## src/rtl/obi_pkg.sv

```systemverilog
// ---------------------------------------------------------------------------
// obi_pkg
// Shared definitions for the OBI SRAM secondary and its response pipeline.
//   RD_LAT_MIN/RD_LAT_MAX : legal range of SRAM read latency
//   OBI_ERR_RDATA         : read data returned with an error response
//   obi_rsp_meta_t        : per-request response bookkeeping {valid, err, we}
// ---------------------------------------------------------------------------
package obi_pkg;

  localparam int RD_LAT_MIN = 1;
  localparam int RD_LAT_MAX = 2;

  localparam logic [31:0] OBI_ERR_RDATA = 32'hDEAD_BEEF;

  typedef struct packed {
    logic valid;
    logic err;
    logic we;
  } obi_rsp_meta_t;

endpackage

```

## src/rtl/obi_sram_secondary_if.sv

```systemverilog
// ---------------------------------------------------------------------------
// obi_sram_secondary_if
// OBI request/response channel between a manager and the SRAM secondary.
//   req, addr, we, be, wdata : request side, driven by the manager
//   gnt                      : request accepted, driven by the secondary
//   rvalid, rdata, err       : response side, driven by the secondary
// ---------------------------------------------------------------------------
interface obi_sram_secondary_if;

  logic        req;
  logic        gnt;
  logic [31:0] addr;
  logic        we;
  logic [3:0]  be;
  logic [31:0] wdata;
  logic        rvalid;
  logic [31:0] rdata;
  logic        err;

  modport master (
    output req, addr, we, be, wdata,
    input  gnt, rvalid, rdata, err
  );

  modport slave (
    input  req, addr, we, be, wdata,
    output gnt, rvalid, rdata, err
  );

endinterface

```

## src/rtl/obi_rsp_pipe.sv

```systemverilog
// ---------------------------------------------------------------------------
// obi_rsp_pipe
// Fixed-depth shift register carrying response metadata from the grant cycle
// to the response cycle. Every stage shifts every cycle, so it never stalls
// or overflows.
//   clk_i  : clock
//   rst_i  : synchronous active-high clear of every stage
//   i_meta : metadata of the request granted this cycle
//   o_meta : metadata of the request whose response is due this cycle
// ---------------------------------------------------------------------------
module obi_rsp_pipe
  import obi_pkg::*;
#(
  parameter int DEPTH = 1
) (
  input  logic          clk_i,
  input  logic          rst_i,
  input  obi_rsp_meta_t i_meta,
  output obi_rsp_meta_t o_meta
);

  obi_rsp_meta_t r_stage [DEPTH];

  // Shift one stage per cycle; a reset drops everything in flight so no
  // response is ever issued for a request accepted before the reset.
  always_ff @(posedge clk_i) begin
    if (rst_i) begin
      for (int i = 0; i < DEPTH; i++) begin
        r_stage[i] <= '0;
      end
    end else begin
      r_stage[0] <= i_meta;
      for (int i = 1; i < DEPTH; i++) begin
        r_stage[i] <= r_stage[i-1];
      end
    end
  end

  assign o_meta = r_stage[DEPTH-1];

endmodule

```

## src/rtl/obi_sram_secondary.sv

```systemverilog
// ---------------------------------------------------------------------------
// obi_sram_secondary
// OBI secondary that terminates an OBI bus and drives a single-port
// synchronous SRAM macro. Accepts one request per cycle, answers in order
// exactly RD_LAT cycles after the grant, and flags accesses outside the
// SRAM window with an error response that leaves the SRAM untouched.
//   clk_i        : clock for bus and SRAM
//   rst_i        : synchronous active-high reset
//   obi          : OBI channel (slave modport)
//   arb_stall_i  : SRAM port owned by another master, blocks grant
//   sram_csb_o   : chip select, active-low
//   sram_web_o   : write enable, active-low
//   sram_wmask_o : byte write mask
//   sram_addr_o  : word address
//   sram_din_o   : write data
//   sram_dout_i  : read data, valid RD_LAT cycles after the access edge
// ---------------------------------------------------------------------------
module obi_sram_secondary
  import obi_pkg::*;
#(
  parameter logic [31:0] ADDR_BASE  = 32'h3000_0000,
  parameter int          ADDR_WORDS = 256,
  parameter int          AW         = $clog2(ADDR_WORDS),
  parameter int          RD_LAT     = 1
) (
  input  logic                    clk_i,
  input  logic                    rst_i,
  obi_sram_secondary_if.slave     obi,
  input  logic                    arb_stall_i,
  output logic                    sram_csb_o,
  output logic                    sram_web_o,
  output logic [3:0]              sram_wmask_o,
  output logic [AW-1:0]           sram_addr_o,
  output logic [31:0]             sram_din_o,
  input  logic [31:0]             sram_dout_i
);

  if (RD_LAT < RD_LAT_MIN || RD_LAT > RD_LAT_MAX) begin : g_badLat
    $error("obi_sram_secondary: RD_LAT must be 1 or 2");
  end

  localparam logic [31:0] WindowBytes = 32'(ADDR_WORDS * 4);

  logic [31:0]   w_offset;
  logic          w_inRange;
  logic          w_gnt;
  logic          w_access;
  obi_rsp_meta_t w_reqMeta;
  obi_rsp_meta_t w_rspMeta;

  // A single unsigned subtract covers both ends of the window: addresses
  // below the base wrap to huge offsets and fail the compare.
  assign w_offset  = obi.addr - ADDR_BASE;
  assign w_inRange = (w_offset < WindowBytes);

  assign w_gnt    = obi.req && !arb_stall_i && !rst_i;
  assign w_access = w_gnt && w_inRange;
  assign obi.gnt  = w_gnt;

  // SRAM macro drive straight from the granted request; idle values keep
  // address and data at zero so the macro pins don't toggle needlessly.
  always_comb begin
    sram_csb_o   = 1'b1;
    sram_web_o   = 1'b1;
    sram_wmask_o = '0;
    sram_addr_o  = '0;
    sram_din_o   = '0;
    if (w_access) begin
      sram_csb_o   = 1'b0;
      sram_web_o   = !obi.we;
      sram_wmask_o = obi.we ? obi.be : 4'b0000;
      sram_addr_o  = w_offset[AW+1:2];
      sram_din_o   = obi.wdata;
    end
  end

  // Out-of-range requests are still granted and tracked so the response
  // order and latency look identical to an in-range access.
  assign w_reqMeta = '{valid: w_gnt, err: w_gnt && !w_inRange, we: obi.we};

  obi_rsp_pipe #(
    .DEPTH (RD_LAT)
  ) u_rspPipe (
    .clk_i  (clk_i),
    .rst_i  (rst_i),
    .i_meta (w_reqMeta),
    .o_meta (w_rspMeta)
  );

  // Response formatting: read data only for in-range reads, a fixed error
  // pattern for out-of-range accesses, and all-zero when nothing is valid.
  always_comb begin
    obi.rvalid = w_rspMeta.valid;
    obi.err    = 1'b0;
    obi.rdata  = '0;
    if (w_rspMeta.valid) begin
      if (w_rspMeta.err) begin
        obi.err   = 1'b1;
        obi.rdata = OBI_ERR_RDATA;
      end else if (!w_rspMeta.we) begin
        obi.rdata = sram_dout_i;
      end
    end
  end

endmodule

```

## src/flat_wrapper.sv

```systemverilog
// flat-port wrapper written by rule: the top's interface ports become plain ports
module obi_sram_secondary_flat import obi_pkg::*;
#(
  parameter logic [31:0] ADDR_BASE  = 32'h3000_0000,
  parameter int          ADDR_WORDS = 256,
  parameter int          AW         = $clog2(ADDR_WORDS),
  parameter int          RD_LAT     = 1
)
  (clk_i, rst_i, arb_stall_i, sram_csb_o, sram_web_o, sram_wmask_o, sram_addr_o, sram_din_o, sram_dout_i, obi_req, obi_addr, obi_we, obi_be, obi_wdata, obi_gnt, obi_rvalid, obi_rdata, obi_err);
  obi_sram_secondary_if obi_i ();
  input  logic clk_i;
  input  logic rst_i;
  input  logic arb_stall_i;
  output logic sram_csb_o;
  output logic sram_web_o;
  output logic [3:0] sram_wmask_o;
  output logic [AW-1:0] sram_addr_o;
  output logic [31:0] sram_din_o;
  input  logic [31:0] sram_dout_i;
  input wire logic [$bits(obi_i.req)-1:0] obi_req;
  input wire logic [$bits(obi_i.addr)-1:0] obi_addr;
  input wire logic [$bits(obi_i.we)-1:0] obi_we;
  input wire logic [$bits(obi_i.be)-1:0] obi_be;
  input wire logic [$bits(obi_i.wdata)-1:0] obi_wdata;
  output wire logic [$bits(obi_i.gnt)-1:0] obi_gnt;
  output wire logic [$bits(obi_i.rvalid)-1:0] obi_rvalid;
  output wire logic [$bits(obi_i.rdata)-1:0] obi_rdata;
  output wire logic [$bits(obi_i.err)-1:0] obi_err;
  assign obi_i.req = obi_req;
  assign obi_i.addr = obi_addr;
  assign obi_i.we = obi_we;
  assign obi_i.be = obi_be;
  assign obi_i.wdata = obi_wdata;
  assign obi_gnt = obi_i.gnt;
  assign obi_rvalid = obi_i.rvalid;
  assign obi_rdata = obi_i.rdata;
  assign obi_err = obi_i.err;
  obi_sram_secondary #(.ADDR_BASE(ADDR_BASE), .ADDR_WORDS(ADDR_WORDS), .AW(AW), .RD_LAT(RD_LAT)) u_core (.clk_i(clk_i), .rst_i(rst_i), .obi(obi_i), .arb_stall_i(arb_stall_i), .sram_csb_o(sram_csb_o), .sram_web_o(sram_web_o), .sram_wmask_o(sram_wmask_o), .sram_addr_o(sram_addr_o), .sram_din_o(sram_din_o), .sram_dout_i(sram_dout_i));
endmodule
```

## config.mk

```make
export PLATFORM = sky130hd
export DESIGN_NAME = obi_sram_secondary_flat
export DESIGN_NICKNAME = d
export VERILOG_FILES = /design/src/rtl/obi_pkg.sv /design/src/rtl/obi_sram_secondary_if.sv /design/src/rtl/obi_rsp_pipe.sv /design/src/rtl/obi_sram_secondary.sv /design/src/flat_wrapper.sv
export SDC_FILE = /design/constraint.sdc
export NUM_CORES = 1
export LEC_CHECK = 0
export CAP_MARGIN = 20
export CORE_MARGIN = 2
export CORE_UTILIZATION = 23
export CTS_BUF_LIST = sky130_fd_sc_hd__clkbuf_4 sky130_fd_sc_hd__clkbuf_8
export DETAILED_ROUTE_END_ITERATION = 16
export PLACE_DENSITY_LB_ADDON = 0.05
export RECOVER_POWER = 25
export SETUP_SLACK_MARGIN = 0.5
export SLEW_MARGIN = 30
export SYNTH_ARGS = -nofsm -noshare
export SYNTH_HDL_FRONTEND = slang
export SYNTH_SLANG_ARGS = --single-unit
export TNS_END_PERCENT = 30
```

## constraint.sdc

```tcl
create_clock -name clk_i -period 1.6 [get_ports clk_i]
set_input_delay 0.24 -clock clk_i [delete_from_list [all_inputs] [get_ports clk_i]]
set_output_delay 0.24 -clock clk_i [all_outputs]
set_load 0.005 [all_outputs]
```

Word level (Yosys, flattened, before mapping)
Memories as Yosys holds them, arrays and structs flattened. Cells that the tools add are included.

Memories: 1. Input bits: 105. Logic and storage cells: 28. Register bits after elaboration: 0. Output and inout port bits: 81. Memory bits (writable): 3.

Memory list: u_core.u_rspPipe.r_stage (depth 1, bits a word 3, rd ports 1, clocked after memory_dff 0, wr ports 1, line obi_rsp_pipe.sv:22) `obi_rsp_meta_t r_stage [DEPTH];`.

Reductions and logical operators: 9. Mux-type cells: 16. Add/subtract/negate cells: 1. Order comparisons: 1.

Operator list (count): 32-bit 2-to-1 mux (4); 32-bit by 11-bit less-than comparator with 1-bit output, second input constant (1); 32-bit by 30-bit subtractor with 32-bit output, second input constant (1); 1-bit 2-to-1 mux (8); 4-bit 2-to-1 mux (2); 8-bit 2-to-1 mux (1); 1-bit logical AND (4); 1-bit zero test (4); 3-bit 2-to-1 mux (1); 3-bit OR reduction (1).

Depth between registers and ports, before layout
Gate-level depths: netlist of run 1.

Word-level depth: 5. Depth in mapped cells: 5.

Cells and area by module
A second synthesis of run 1 with hierarchy kept.

Cells, all modules: 162. Area, all modules: 1164.9 µm².

Modules (own cells, without submodules): obi_sram_secondary (seq. area each 0.0 µm², cells each 156, instances 1, area each 1086.0 µm²); obi_rsp_pipe (seq. area each 60.1 µm², cells each 6, instances 1, area each 78.8 µm²).

Least setup slack after synthesis of run 1
Ideal clock, no wire load.

Path kind: input to output. From: in obi_addr[27]. To: out sram_addr_o[0]. Arrival time: 1.194 ns. Stages: 4. Path slack: 0.166 ns. Data required time: 1.360 ns. Cell sequence: nor4_2 nand4_4 buf_6 nor3_2.

Longest elaborated chain between the ends: 4.

RTL lines: from (decl) (line flat_wrapper.sv:21) `input wire logic [$bits(obi_i.addr)-1:0] obi_addr;`; 32-bit by 30-bit subtractor with 32-bit output (line obi_sram_secondary.sv:53) `assign w_offset = obi.addr - ADDR_BASE;`; 32-bit by 11-bit less-than comparator with 1-bit output (line obi_sram_secondary.sv:54) `assign w_inRange = (w_offset < WindowBytes);`; 1-bit logical AND (line obi_sram_secondary.sv:57) `assign w_access = w_gnt && w_inRange;`; 8-bit 2-to-1 mux (line obi_sram_secondary.sv:68) `if (w_access) begin`; to (decl) (line flat_wrapper.sv:17) `output logic [AW-1:0] sram_addr_o;`.

Every way passes these cells.

Worst setup path in the final report of run 1
From: in obi_addr[30]. To: out sram_addr_o[7].

The elaborated chain is that of the path after synthesis.

==> run metrics, run 1 <==
status complete, but fails checks; failing checks negative setup slack; Critical Path Start Type input pin; routed wire length 6800 microns; area grow syn2layout 196%; Die W 75.0 microns; Yosys warnings 0; WL/cell 15.6 microns; DRT iter0 DRCs 41; Max transition margin 0.714; largest net degree at the start of global routing 29; DR pass1 iterations 4; die area 0.00563 sq mm; Post-Syn Area 0.00116 sq mm; Clock Sinks 3; Max Fclk 552 MHz; sequential share of the synthesized area 0.0518; CTS max path bufs 2; DRC Markers 0; crit path max-delay cell type nor4_4; Switching Power 182 uW; crit path DAT 1.57 ns; Worst VDD drop 0.163 mV; GRT overflow 0; Crit path max-delay family buffers and inverters; routed via count 2001; slew at the pin closest to its max-slew limit 0.429 ns; part of the power in the clock network 0.309; max reg flops 3; Hold Buf Count CTS 0; number of global-route vias before repair 2000; clock-pin slew on the worst setup and hold paths 0.03 ns; cts bufs inserted 3; Tcrit/Tclk final 1.13; critical-path maximum fanout 6; n_diodes 0; Syn Nets 266; CP most frequent cell buf_6; biggest regs u_core.u_rspPipe.r_stage: 3 flops; Clock H-tree levels 1; layout cells sized above 1 0.552; vias per inst 4.60; first-pass GRT wire length 9600 microns; Max Slew Vio Count 0; setup TNS -5.48 ns; initial antenna violation count 0; CP endpoint kind output pin; cells after synthesis 161; Static Leak 0.00180 uW; sequential share of power 0.108; Port-buffer cells 183; Power Dens Cells 220 mW/mm^2; global placement routability congestion 0.747; area leader, netlist nor3_2; most frequent cells in the layout clkdlybuf4s50_1 (76), buf_2 (74), nand2_1 (40); Final Hold Viols 0; number of distinct library cells after synthesis 20; crit path buf inv count 6; Initial Util 0.242; FF+latch count, synth 3; TritonCTS clock tree built; Post-DRT Antenna Nets 0; Biggest register u_core.u_rspPipe.r_stage; Root Buffer Master clkbuf_8; HPWL Detailed 4570 microns; Req. time, crit path 1.36 ns; total I/O pin count 186; Pint 574 uW; unrepaired setup endpoints after global routing true; WHS 0.174 ns; Synth top area share 0.345; max-cap viol count 0; commonest non-fill, non-tap cell in the layout clkdlybuf4s50_1; top post-synthesis cells by area nor3_2 (35%), a21o_1 (16%), nand2_1 (13%); Placeable Area 0.00479 sq mm; syn_area_per_cell 7.20 sq um; Finish-stage setup viols 45; CP Class in2out; Sw Share 0.240; NumNets Final 474; crit path time final 1.81 ns; worst setup margin -0.212 ns; logic gate share of total power 0.584; gr usage total 0.220; num rows 25; CP peak stage delay 0.33 ns; HP Class in2reg; die height 75.0 microns; crit-path cells buf_6, nor4_4, nand4_4, buf_6, buf_6, buf_12, buf_6, nor3_4, buf_2
layer usage:
metal | routed length (microns) | track usage
met1 | 2270 | 0.230
met4 | 27 | 0.0456
met3 | 690 | 0.0576
met5 | 0 | 0
met2 | 3810 | 0.436
power by group through the flow:
stage	clock, uW	combinational [uW]	sequential (uW)
after detailed placement	0	415	80.9
final	233	441	81.3
after floorplan	0	78.2	80.9
after global placement	0	409	80.8
after CTS	237	426	81.2
after global routing	247	473	81.6
synthesized netlist by cell type (all sizes together):
| master | number |
|---|---|
| nand3 | 5 |
| nor4 | 4 |
| and2 | 9 |
| a21boi | 1 |
| dfxtp | 3 |
| a21o | 24 |
| clkbuf | 8 |
| nor3b | 2 |
| nor2 | 2 |
| nand4 | 3 |
| buf | 11 |
| and4 | 2 |
| nand2 | 40 |
| nor3 | 44 |
| nor2b | 3 |
metrics by stage:
stage	worst slack (ns)	power (uW)	util	instances	instance area [sq um]
after floorplan	0.238	159	-	161	1230
after global placement	-0.788	490	0.661	405	3160
after detailed placement	-0.831	496	0.661	405	3160
after CTS	-0.542	745	0.681	428	3260
after global routing	-0.295	802	0.718	435	3440
final	-0.212	756	0.718	435	3440
layout make-up:
cell class / instances / area (sq um)
Timing Repair Buffer: 222 / 2080
Fill cell: 403 / 1350
Multi-Input combinational cell: 139 / 1170
Tap cell: 67 / 83.8
Sequential cell: 3 / 61.3
Clock buffer: 4 / 48.8
logic make-up (layout without fill, tap and decap cells):
logic type,after synthesis,after routing,share of synthesized area
buffers and inverters,19,226,0.0949
AND/OR/NAND/NOR,114,114,0.691
flip-flops,3,3,0.0518
AO/OA/AOI/OAI,25,25,0.162
what timing repair did:
action,4_1_cts,5_1_grt
gates cloned,6,2
setup buffers,13,5
gates resized for setup,394,86
setup endpoints to repair,82,82
pin swaps,33,24
path summary, 6_finish.rpt:
check	slack [ns]	from	endpoint	cells after the start
max	-0.21	obi_addr[30]	sram_addr_o[7]	9
min	0.17	arb_stall_i	u_core.u_rspPipe.r_stage[0][2]	2
(Power assumes the default switching activity.)
==> inputs of run 2 (changes only) <==
--- a/config.mk
+++ b/config.mk
@@ -6,9 +6,12 @@
 export NUM_CORES = 1
 export LEC_CHECK = 0
 export CAP_MARGIN = 20
+export CELL_PAD_IN_SITES_DETAIL_PLACEMENT = 0
+export CELL_PAD_IN_SITES_GLOBAL_PLACEMENT = 2
 export CORE_MARGIN = 2
-export CORE_UTILIZATION = 23
+export CORE_UTILIZATION = 10
 export CTS_BUF_LIST = sky130_fd_sc_hd__clkbuf_4 sky130_fd_sc_hd__clkbuf_8
+export CTS_CLUSTER_SIZE = 16
 export DETAILED_ROUTE_END_ITERATION = 16
 export PLACE_DENSITY_LB_ADDON = 0.05
 export RECOVER_POWER = 25
==> run metrics, run 2 (synthesis results as in run 1) <==
status complete, but fails checks; failing checks negative setup slack; Max Fclk 459 MHz; CP Class in2out; Port-buffer cells 183; WHS Endpoint u_core.u_rspPipe.r_stage[0][2]; Final Hold Viols 0; die area 0.0125 sq mm; vias per inst 3.88; num rows 39; DRC Markers 0; GRT busiest layer met2; most frequent cells in the layout clkdlybuf4s50_1 (84), nand2_1 (40), nor3_2 (40); Post-Place Worst Slack -0.858 ns; crit path DAT 1.94 ns; number of global-route vias before repair 2074; GRT overflow 0; Max transition margin 0.735; Tcrit/Tclk final 1.36; HPWL Detailed 5250 microns; die height 112 microns; first-pass GRT wire length 12300 microns; Placeable Area 0.0114 sq mm; crit-path cells buf_6, nor4_4, nand4_4, buf_4, buf_16, nor3_2, clkdlybuf4s50_1; hold path depth 2; Clock H-tree levels 1; design area 0.00364 sq mm; Initial Util 0.102; area grow syn2layout 214%; CTS max path bufs 2; Crit path max-delay family buffers and inverters; slew at the pin closest to its max-slew limit 0.396 ns; clock-pin slew on the worst setup and hold paths 0.03 ns; Die W 112 microns; # fillers 1238; grt met3 use 0.0425; GR Util met2 0.217; routed wire length 8000 microns; Power Dens Cells 205 mW/mm^2; WL/cell 15.6 microns; Clock Sinks 3; critical-path maximum fanout 22; placed cell areas 0.00325 sq mm; unrepaired setup endpoints after global routing true; Critical Path Start Type input pin; Biggest register u_core.u_rspPipe.r_stage; Hold Buf Count CTS 0; Post-DRT Antenna Nets 0; commonest non-fill, non-tap cell in the layout clkdlybuf4s50_1; crit path max-delay cell type clkdlybuf4s50_1; Static Leak 0.00190 uW; CP endpoint kind output pin; layout cells sized above 1 0.482; biggest regs u_core.u_rspPipe.r_stage: 3 flops; TritonCTS clock tree built; Finish-stage setup viols 44; initial antenna violation count 0; Worst VDD drop 0.128 mV; crit path time final 2.18 ns; Hold Path Origin arb_stall_i; Root Buffer Master clkbuf_8; largest net degree at the start of global routing 26; DR pass1 iterations 4; Max Slew Vio Count 0; WHS 0.177 ns; worst setup margin -0.580 ns; DRT iter0 DRCs 60; total I/O pin count 186; NumNets Final 475; routed via count 1989; max-cap viol count 0; CP peak stage delay 0.52 ns; gr usage total 0.125; Req. time, crit path 1.36 ns; n_diodes 0; cts bufs inserted 3; HP Class in2reg; GRT met1 Usage 0.159; crit path buf inv count 4; max reg flops 3; Design Power 748 uW; global placement routability congestion 0.716
run 2: changes by cell type in the layout (fill, tap and decap cells not counted), moves of 3 or more:
cell and change:
clkbuf_2 +10, buf_2 -35, nor3_4 -10, buf_12 -3, dlymetal6s2s_1 +17, clkdlybuf4s50_1 +8
clkdlybuf4s15_1 +3, nor3_2 +8, buf_16 +4
run 2: worst max path at each step:
stage	slack (ns)	cells past startpoint	to	startpoint
after floorplan	0.24	4	sram_addr_o[0]	obi_addr[27]
after global placement	-0.86	6	sram_din_o[31]	obi_addr[30]
after detailed placement	-0.86	6	sram_addr_o[4]	obi_addr[30]
after CTS	-0.66	6	sram_din_o[29]	obi_addr[30]
after global routing	-0.65	7	sram_din_o[14]	obi_addr[20]
final	-0.58	7	sram_addr_o[1]	obi_addr[20]
run 2: final cells by class:
cell class | instances | area, sq um | area share
Multi-Input combinational cell | 139 | 1100 | 0.303
Sequential cell | 3 | 62.6 | 0.0172
Timing Repair Buffer | 223 | 2250 | 0.617
Clock buffer | 4 | 48.8 | 0.0134
Tap cell | 143 | 179 | 0.0491
run 2: through the flow:
| step | cells | utilization | TNS [ns] |
|---|---|---|---|
| 3_5_place_dp | 480 | 0.286 | -39.81 |
| 5_1_grt | 512 | 0.320 | -16.88 |
| 4_1_cts | 510 | 0.323 | -26.79 |
| 2_1_floorplan | 161 | - | 0 |
| 6_report | 512 | 0.320 | -12.20 |
| 3_3_place_gp | 480 | 0.286 | -40.75 |
run 2: what timing repair did:
| item | in CTS | in global routing |
|---|---|---|
| pin swaps | 20 | 8 |
| cloned | 9 | 0 |
| setup buffers | 17 | 2 |
| endpoints found under the setup margin | 82 | 82 |
| resized for setup | 221 | 126 |
run 2: per-layer routing:
metal | wire [microns] | up-vias
met3 | 823 | 0
li1 | - | 978
met1 | 3240 | 895
met2 | 3940 | 116
met5 | 0 | -
met4 | 0 | 0
run 2: power breakdown:
| part | internal, uW | switching, uW | leakage [uW] |
|---|---|---|---|
| Sequential | 79.2 | 2.64 | 0.0000255 |
| Clock | 187 | 49.3 | 0.0000262 |
| Combinational | 301 | 129 | 0.00185 |
| Total | 567 | 181 | 0.00190 |
==> inputs of run 3 (changes only) <==
--- a/config.mk
+++ b/config.mk
@@ -5,6 +5,7 @@
 export SDC_FILE = /design/constraint.sdc
 export NUM_CORES = 1
 export LEC_CHECK = 0
+export ABC_CLOCK_PERIOD_IN_PS = 1600
 export CAP_MARGIN = 20
 export CELL_PAD_IN_SITES_DETAIL_PLACEMENT = 0
 export CELL_PAD_IN_SITES_GLOBAL_PLACEMENT = 2
==> results of run 3 <==
Same layout as run 2: the final DEF is identical, and so are final timing and power.
